## src/rtl/alu_mc_pkg.sv

```systemverilog
// alu_mc_pkg: opcode/state enums and flag constants shared by the multi-cycle ALU.
// The optional iterative multiplier is built only when ALU_MC_MUL_EN is defined.
package alu_mc_pkg;

  localparam int unsigned OP_W  = 3;
  localparam int unsigned NZP_W = 3;

  typedef enum logic [OP_W-1:0] {
    ALU_ADD   = 3'b000,
    ALU_AND   = 3'b001,
    ALU_XOR   = 3'b010,
    ALU_PASSA = 3'b011,
    ALU_LSHF  = 3'b100,
    ALU_RSHFL = 3'b101,
    ALU_RSHFA = 3'b110,
    ALU_MUL   = 3'b111
  } alu_op_e;

  typedef enum logic [1:0] {
    S_IDLE = 2'b00,
    S_BUSY = 2'b01,
    S_DONE = 2'b10
  } state_e;

  localparam logic [NZP_W-1:0] NZP_N = 3'b100;
  localparam logic [NZP_W-1:0] NZP_Z = 3'b010;
  localparam logic [NZP_W-1:0] NZP_P = 3'b001;

  // Condition codes from the result sign bit and its zero test
  function automatic logic [NZP_W-1:0] nzp_calc(input logic i_neg, input logic i_zero);
    logic [NZP_W-1:0] v;
    if (i_zero) begin
      v = NZP_Z;
    end else if (i_neg) begin
      v = NZP_N;
    end else begin
      v = NZP_P;
    end
    return v;
  endfunction

  // True for the three LC-3b shift opcodes
  function automatic logic is_shift(input alu_op_e i_op);
    return (i_op == ALU_LSHF) || (i_op == ALU_RSHFL) || (i_op == ALU_RSHFA);
  endfunction

endpackage

```

## src/rtl/alu_mc_iter.sv

```systemverilog
// alu_mc_iter: iterative datapath for the multi-cycle ops. Shifts move one bit
// position per step; with ALU_MC_MUL_EN defined, MUL does one shift-add step per
// multiplier bit. o_next_c is the value the current step produces, so the
// caller can capture the final result on the same edge as the last step.
module alu_mc_iter
  import alu_mc_pkg::*;
#(
  parameter int unsigned WIDTH = 16,
  parameter int unsigned CNT_W = $clog2(WIDTH + 1)
) (
  input  logic             clk,
  input  logic             reset,
  input  logic             i_load,
  input  logic             i_step,
  input  alu_op_e          i_op,
  input  logic [WIDTH-1:0] i_a,
  input  logic [WIDTH-1:0] i_b,
  input  logic [CNT_W-1:0] i_cnt,
  output logic             o_last_c,
  output logic [WIDTH-1:0] o_next_c
);

  logic [WIDTH-1:0] r_val;
  alu_op_e          r_kind;
  logic [CNT_W-1:0] r_cnt;
  logic [WIDTH-1:0] w_next;
  logic             w_active;

  assign w_active = i_step && (r_cnt != '0);

`ifdef ALU_MC_MUL_EN
  logic [WIDTH-1:0] r_mcand;
  logic [WIDTH-1:0] r_mplier;

  // Multiplicand walks left and multiplier walks right, one bit per step
  always_ff @(posedge clk or posedge reset) begin
    if (reset) begin
      r_mcand  <= '0;
      r_mplier <= '0;
    end else if (i_load) begin
      r_mcand  <= i_a;
      r_mplier <= i_b;
    end else if (w_active) begin
      r_mcand  <= {r_mcand[WIDTH-2:0], 1'b0};
      r_mplier <= {1'b0, r_mplier[WIDTH-1:1]};
    end
  end
`else
  logic w_unused_b;
  assign w_unused_b = ^i_b;
`endif

  // Value produced by one step of the captured operation
  always_comb begin
    w_next = r_val;
    case (r_kind)
      ALU_LSHF:  w_next = {r_val[WIDTH-2:0], 1'b0};
      ALU_RSHFL: w_next = {1'b0, r_val[WIDTH-1:1]};
      ALU_RSHFA: w_next = {r_val[WIDTH-1], r_val[WIDTH-1:1]};
`ifdef ALU_MC_MUL_EN
      ALU_MUL:   w_next = r_val + (r_mplier[0] ? r_mcand : '0);
`endif
      default:   w_next = r_val;
    endcase
  end

  // Operand/accumulator and remaining-step counter
  always_ff @(posedge clk or posedge reset) begin
    if (reset) begin
      r_val  <= '0;
      r_kind <= ALU_ADD;
      r_cnt  <= '0;
    end else if (i_load) begin
      r_val  <= (i_op == ALU_MUL) ? '0 : i_a;
      r_kind <= i_op;
      r_cnt  <= i_cnt;
    end else if (w_active) begin
      r_val  <= w_next;
      r_cnt  <= r_cnt - CNT_W'(1);
    end
  end

  assign o_last_c = (r_cnt == CNT_W'(1));
  assign o_next_c = w_next;

endmodule

```

## src/rtl/alu_mc.sv

```systemverilog
// alu_mc: multi-cycle LC-3b ALU with valid/ready handshake and NZP/overflow flags.
// Single-cycle ops and zero-amount shifts finish in one cycle; other shifts and
// MUL run in alu_mc_iter. Define ALU_MC_MUL_EN to build the multiplier; without
// it op 111 completes in one cycle with result 0 and illegal set.
module alu_mc
  import alu_mc_pkg::*;
#(
  parameter int unsigned WIDTH   = 16,
  parameter int unsigned SHAMT_W = $clog2(WIDTH)
) (
  input  logic             clk,
  input  logic             reset,
  input  logic             in_valid,
  output logic             in_ready,
  input  logic [2:0]       op,
  input  logic [WIDTH-1:0] a,
  input  logic [WIDTH-1:0] b,
  output logic             out_valid,
  input  logic             out_ready,
  output logic [WIDTH-1:0] result,
  output logic [2:0]       nzp,
  output logic             ovf,
  output logic             illegal
);

  localparam int unsigned CNT_W = $clog2(WIDTH + 1);
  localparam int unsigned MSB   = WIDTH - 1;

  state_e           r_state;
  state_e           w_state_nxt;
  logic             r_in_ready;
  logic             r_out_valid;
  logic [WIDTH-1:0] r_result;
  logic [2:0]       r_nzp;
  logic             r_ovf;
  logic             r_illegal;

  logic             w_in_ready_nxt;
  logic             w_out_valid_nxt;
  logic [WIDTH-1:0] w_result_nxt;
  logic [2:0]       w_nzp_nxt;
  logic             w_ovf_nxt;
  logic             w_illegal_nxt;

  alu_op_e            w_op;
  logic               w_accept;
  logic               w_multi;
  logic [SHAMT_W-1:0] w_shamt;
  logic [CNT_W-1:0]   w_amt;
  logic [CNT_W-1:0]   w_iter_cnt;
  logic               w_iter_load;
  logic               w_iter_step;
  logic               w_iter_last;
  logic [WIDTH-1:0]   w_iter_next;

  logic [WIDTH-1:0] w_sum;
  logic [WIDTH-1:0] w_alu_res;
  logic             w_alu_ovf;
  logic             w_alu_ill;

  assign w_op     = alu_op_e'(op);
  assign w_accept = in_valid && r_in_ready;

  // Shift amount from the low bits of b, saturated at WIDTH
  assign w_shamt = b[SHAMT_W-1:0];
  assign w_amt   = (CNT_W'(w_shamt) >= CNT_W'(WIDTH)) ? CNT_W'(WIDTH) : CNT_W'(w_shamt);

`ifdef ALU_MC_MUL_EN
  assign w_multi = (w_op == ALU_MUL) || (is_shift(w_op) && (w_amt != '0));
`else
  assign w_multi = is_shift(w_op) && (w_amt != '0);
`endif

  assign w_iter_cnt  = (w_op == ALU_MUL) ? CNT_W'(WIDTH) : w_amt;
  assign w_iter_load = (r_state == S_IDLE) && w_accept && w_multi;
  assign w_iter_step = (r_state == S_BUSY);

  alu_mc_iter #(
    .WIDTH (WIDTH),
    .CNT_W (CNT_W)
  ) u_iter (
    .clk      (clk),
    .reset    (reset),
    .i_load   (w_iter_load),
    .i_step   (w_iter_step),
    .i_op     (w_op),
    .i_a      (a),
    .i_b      (b),
    .i_cnt    (w_iter_cnt),
    .o_last_c (w_iter_last),
    .o_next_c (w_iter_next)
  );

  // Single-cycle result and flags from the presented operands
  always_comb begin
    w_sum     = a + b;
    w_alu_res = '0;
    w_alu_ovf = 1'b0;
    w_alu_ill = 1'b0;
    case (w_op)
      ALU_ADD: begin
        w_alu_res = w_sum;
        w_alu_ovf = (a[MSB] == b[MSB]) && (w_sum[MSB] != a[MSB]);
      end
      ALU_AND:   w_alu_res = a & b;
      ALU_XOR:   w_alu_res = a ^ b;
      ALU_PASSA: w_alu_res = a;
      ALU_LSHF, ALU_RSHFL, ALU_RSHFA: w_alu_res = a;
      ALU_MUL: begin
        w_alu_res = '0;
`ifndef ALU_MC_MUL_EN
        w_alu_ill = 1'b1;
`endif
      end
      default:   w_alu_res = '0;
    endcase
  end

  // State register
  always_ff @(posedge clk or posedge reset) begin
    if (reset) begin
      r_state <= S_IDLE;
    end else begin
      r_state <= w_state_nxt;
    end
  end

  // Next-state logic
  always_comb begin
    w_state_nxt = r_state;
    case (r_state)
      S_IDLE: if (w_accept) w_state_nxt = w_multi ? S_BUSY : S_DONE;
      S_BUSY: if (w_iter_last) w_state_nxt = S_DONE;
      S_DONE: if (out_ready) w_state_nxt = S_IDLE;
      default: w_state_nxt = S_IDLE;
    endcase
  end

  // Output next-values; result and flags change only when an op completes
  always_comb begin
    w_result_nxt    = r_result;
    w_nzp_nxt       = r_nzp;
    w_ovf_nxt       = r_ovf;
    w_illegal_nxt   = r_illegal;
    w_out_valid_nxt = (w_state_nxt == S_DONE);
    w_in_ready_nxt  = (w_state_nxt == S_IDLE);
    case (r_state)
      S_IDLE: begin
        if (w_accept && !w_multi) begin
          w_result_nxt  = w_alu_res;
          w_nzp_nxt     = nzp_calc(w_alu_res[MSB], w_alu_res == '0);
          w_ovf_nxt     = w_alu_ovf;
          w_illegal_nxt = w_alu_ill;
        end
      end
      S_BUSY: begin
        if (w_iter_last) begin
          w_result_nxt  = w_iter_next;
          w_nzp_nxt     = nzp_calc(w_iter_next[MSB], w_iter_next == '0);
          w_ovf_nxt     = 1'b0;
          w_illegal_nxt = 1'b0;
        end
      end
      default: ;
    endcase
  end

  // Output registers
  always_ff @(posedge clk or posedge reset) begin
    if (reset) begin
      r_in_ready  <= 1'b1;
      r_out_valid <= 1'b0;
      r_result    <= '0;
      r_nzp       <= NZP_Z;
      r_ovf       <= 1'b0;
      r_illegal   <= 1'b0;
    end else begin
      r_in_ready  <= w_in_ready_nxt;
      r_out_valid <= w_out_valid_nxt;
      r_result    <= w_result_nxt;
      r_nzp       <= w_nzp_nxt;
      r_ovf       <= w_ovf_nxt;
      r_illegal   <= w_illegal_nxt;
    end
  end

  assign in_ready  = r_in_ready;
  assign out_valid = r_out_valid;
  assign result    = r_result;
  assign nzp       = r_nzp;
  assign ovf       = r_ovf;
  assign illegal   = r_illegal;

endmodule
```

## config.mk

```make
export PLATFORM = sky130hd
export DESIGN_NAME = alu_mc
export DESIGN_NICKNAME = d
export VERILOG_FILES = /design/src/rtl/alu_mc_pkg.sv /design/src/rtl/alu_mc_iter.sv /design/src/rtl/alu_mc.sv
export SDC_FILE = /design/constraint.sdc
export NUM_CORES = 1
export LEC_CHECK = 0
export CAP_MARGIN = 20
export CORE_MARGIN = 1.5
export CORE_UTILIZATION = 50
export DETAILED_ROUTE_END_ITERATION = 10
export DONT_BUFFER_PORTS = 1
export GPL_TIMING_DRIVEN = 0
export PLACE_DENSITY_LB_ADDON = 0.2
export SLEW_MARGIN = 20
export SYNTH_ARGS = -nofsm -noshare
export SYNTH_HDL_FRONTEND = slang
export SYNTH_SLANG_ARGS = --single-unit
```

## constraint.sdc

```tcl
create_clock -name clk -period 2.09 [get_ports clk]
set_input_delay 0.3135 -clock clk [delete_from_list [all_inputs] [get_ports clk]]
set_output_delay 0.3135 -clock clk [all_outputs]
set_load 0.05 [all_outputs]
```

==> flow_metrics.py <==
metrics = {
    "die": {
        "core_region_area_um2": 8340,
        "initial_core_util_pct": 52.2,
        "fp.dieH_um": 96.3,
        "dieArea_um2": 9270,
        "num_io_pins": 62,
        "rows": 33,
        "dieWidth_um": 96.3,
    },
    "critical_path": {
        "r2r_cells": 10,
        "cp_data_arrival_time_ns": 2.59,
        "worst_path_max_delay_cell": "a2111oi_4",
        "max_stage_delay_ns": 0.47,
        "worst-endpoint-required_ns": 2.33,
        "r2r_end": "result[15]$_DFFE_PP0P_",
        "critical_path_class": "input port to flop",
        "cp-start-kind": "input port",
        "rrSetupSlack_ns": -0.24,
        "end_kind": "flop",
        "r2r_start": "u_iter.r_kind[0]$_DFFE_PP0P_",
        "path_max_fanout": 4,
        "crit_chain": "ha_4, a211oi_4, o211ai_1, a311o_1, a2111oi_4, nor3_2, or3b_4, a31o_1",
    },
    "outcome": {
        "violations": "setup timing",
        "outcome": "finished, violations left",
    },
    "timing": {
        "layout_setup_ws_ns": -0.256,
        "hold_viol": 0,
        "tns_ns": -1.11,
        "relSlewSlack_pct": 52.7,
        "fmax_mhz": 426,
        "slew_viol_final": 0,
        "period_needed_ns": 2.35,
        "worst_pin_slew_ns": 0.705,
        "setup_viol": 6,
        "clock_skew_ns": 0.0102,
        "timing.final.crit_share_pct": 112,
        "rsz0062_at_grt": "yes",
    },
    "run": {
        "cap_violations": 0,
    },
    "clock_tree": {
        "htree_levels": 2,
        "clk_pin_slew_ns": 0.09,
        "cts_sinks": 49,
        "cts_tree": "yes",
        "clk_latency_ns": 0.31,
        "cts_max_path_buffers": 2,
        "cts_buffers": 5,
        "root_buffer": "clkbuf_8",
    },
    "synthesis": {
        "ys_ff_latch": 49,
        "synth_flop_cell": "dfrtp_1",
        "ys_types": 79,
        "ys_top_cells_by_area": "dfrtp_1 27%, ha_1 5.5%, o21ai_0 5.4%",
        "avgSynthCellArea_um2": 7.88,
        "synth.most_common_cell": "nand2_1",
        "syn_nets": 611,
        "ys_seq_area_share_pct": 28.2,
        "netlist_area_um2": 4350,
        "async_reset_ff_share_pct": 100,
        "yosys.area.top_type": "dfrtp_1",
        "synth_edf_count": 0,
        "synthTopCellsByCount": "61 x nand2_1, 48 x nor2_1, 47 x dfrtp_1, 47 x o21ai_0, 40 x a21oi_1",
        "ys_warn_count": 0,
        "synth.top_cell.area_share_pct": 27.0,
        "synthCells": 552,
    },
    "layout": {
        "nNetsFinal": 634,
        "syn2layout_area_growth_pct": 19.1,
        "diodes": 0,
        "drive_gt1_share_pct": 22.2,
        "fin_util_pct": 62.1,
        "fin_area_um2": 5180,
    },
    "min_path": {
        "worstHoldEndpoint": "u_iter.r_cnt[3]$_DFFE_PP0P_",
        "min_from": "b[3]",
        "hp-class": "input port to flop",
        "hold_depth": 2,
    },
    "placed_design": {
        "placed_area_um2": 4630,
        "portBuffers": 0,
        "dp_hpwl_um": 11300,
        "gp_congestion": 0.948,
    },
    "grt": {
        "grt_overflow": 0,
        "antenna_found_initial": 0,
        "grt_max_degree": 28,
        "grt_pass1_wl_um": 23100,
        "grt_pass1_vias": 4180,
        "grt_util_all_layers_pct": 33.0,
    },
    "route": {
        "totalWireLength_um": 15200,
        "dr.pass1.iters": 5,
        "vias": 4666,
        "viasPerCell": 6.85,
        "ant_nets": 0,
        "drc": 0,
        "wl_per_cell_um": 22.4,
        "drt_iter0_markers": 380,
    },
    "power": {
        "power.density_nw_per_um2": 1360,
        "peakVddDrop_v": 0.000633,
        "leakage_uw": 0.00208,
    },
}
[worst max path at each step]
stage	start	endpoint	slack, ns	cells past startpoint
finish	a[1]	nzp[1]$_DFFE_PP1P_	-0.26	8
global route	u_iter.r_kind[1]$_DFFE_PP0P_	nzp[1]$_DFFE_PP1P_	-0.33	9
CTS	a[1]	result[15]$_DFFE_PP0P_	-0.24	9
detailed placement	u_iter.r_kind[0]$_DFFE_PP0P_	result[15]$_DFFE_PP0P_	-0.77	10
global placement	u_iter.r_kind[0]$_DFFE_PP0P_	result[15]$_DFFE_PP0P_	-0.81	10
floorplan	a[6]	nzp[2]$_DFFE_PP0P_	-0.39	10
[power by group]
group | internal [uW] | leakage, uW | switching (uW)
Clock | 238 | 0.0000445 | 340
Combinational | 1560 | 0.00143 | 2390
Sequential | 1390 | 0.000606 | 1140
Total | 3190 | 0.00208 | 3880
[flip-flops by register name (all words and copies together), names as in the netlist]
signal         count
u_iter.r_cnt       5
nzp                3
illegal            1
out_valid          1
r_state            2
u_iter.r_kind      3
ovf                1
in_ready           1
u_iter.r_val      16
result            16
[logic make-up after synthesis]
kind of cell / after synthesis / synth area share [%]
AO/OA/AOI/OAI: 202 / 31.9
XOR/XNOR: 9 / 1.81
adder cells (fa/ha/maj): 25 / 7.08
buffers and inverters: 61 / 5.75
flip-flops: 49 / 28.2
multiplexers: 18 / 4.26
AND/OR/NAND/NOR: 188 / 21.0
[cell usage in the layout, fill, tap and decap left out, types with 6 or more instances in the layout]
cell / count
a21o_1: 6
a21oi_1: 31
a21oi_2: 7
a22o_1: 11
a22oi_1: 19
buf_2: 9
buf_4: 18
clkbuf_1: 9
clkbuf_2: 9
dfrtp_1: 47
ha_1: 10
ha_4: 6
inv_1: 21
mux2i_1: 14
nand2_1: 60
nand2b_1: 9
nand3_1: 11
nor2_1: 44
nor2b_1: 6
nor3_1: 9
o21ai_0: 40
o22ai_1: 16
[per-layer routing]
metal  up-vias  part of all wire (%)  GRT usage, %  routed length (um)
met5         -                     0             0                   0
met3        43                   7.8          4.74                1180
met1      2268                    44          46.2                6640
met4         0                   3.5          10.5                 534
met2       252                    45          52.1                6890
li1       2103                     -             -                   -
[worst max-delay path: cells and delay by family]
kind | cells | cell delay, ns
fa+ha+maj | 1 | 0.23
compound gates | 5 | 1.56
simple gates | 2 | 0.49
[final cells by class]
cell class,instances,area [um^2]
Clock inverter,3,21.3
Tap cell,105,131
Sequential cell,49,1230
Multi-Input combinational cell,442,3280
Fill cell,750,3160
Clock buffer,5,68.8
Timing Repair Buffer,19,158
Inverter,22,82.6
Buffer,36,203
[per-stage QoR]
stage	std cells	setup WS [ns]	power [uW]	hold WS, ns
6_report	681	-0.256	7070	0.122
5_1_grt	681	-0.329	7490	0.126
4_1_cts	675	-0.240	6720	0.123
3_5_place_dp	658	-0.771	5740	0.244
3_3_place_gp	657	-0.806	5680	0.446
2_1_floorplan	552	-0.393	4830	0.437
[what timing repair did]
item,CTS,global route
hold buffers,1,0
hold endpoints to repair,22,0
resized for setup,47,46
buffers inserted,10,7
pin swaps,14,10
setup endpoints to repair,41,35
No activity file was read; power rests on OpenSTA's default activity.
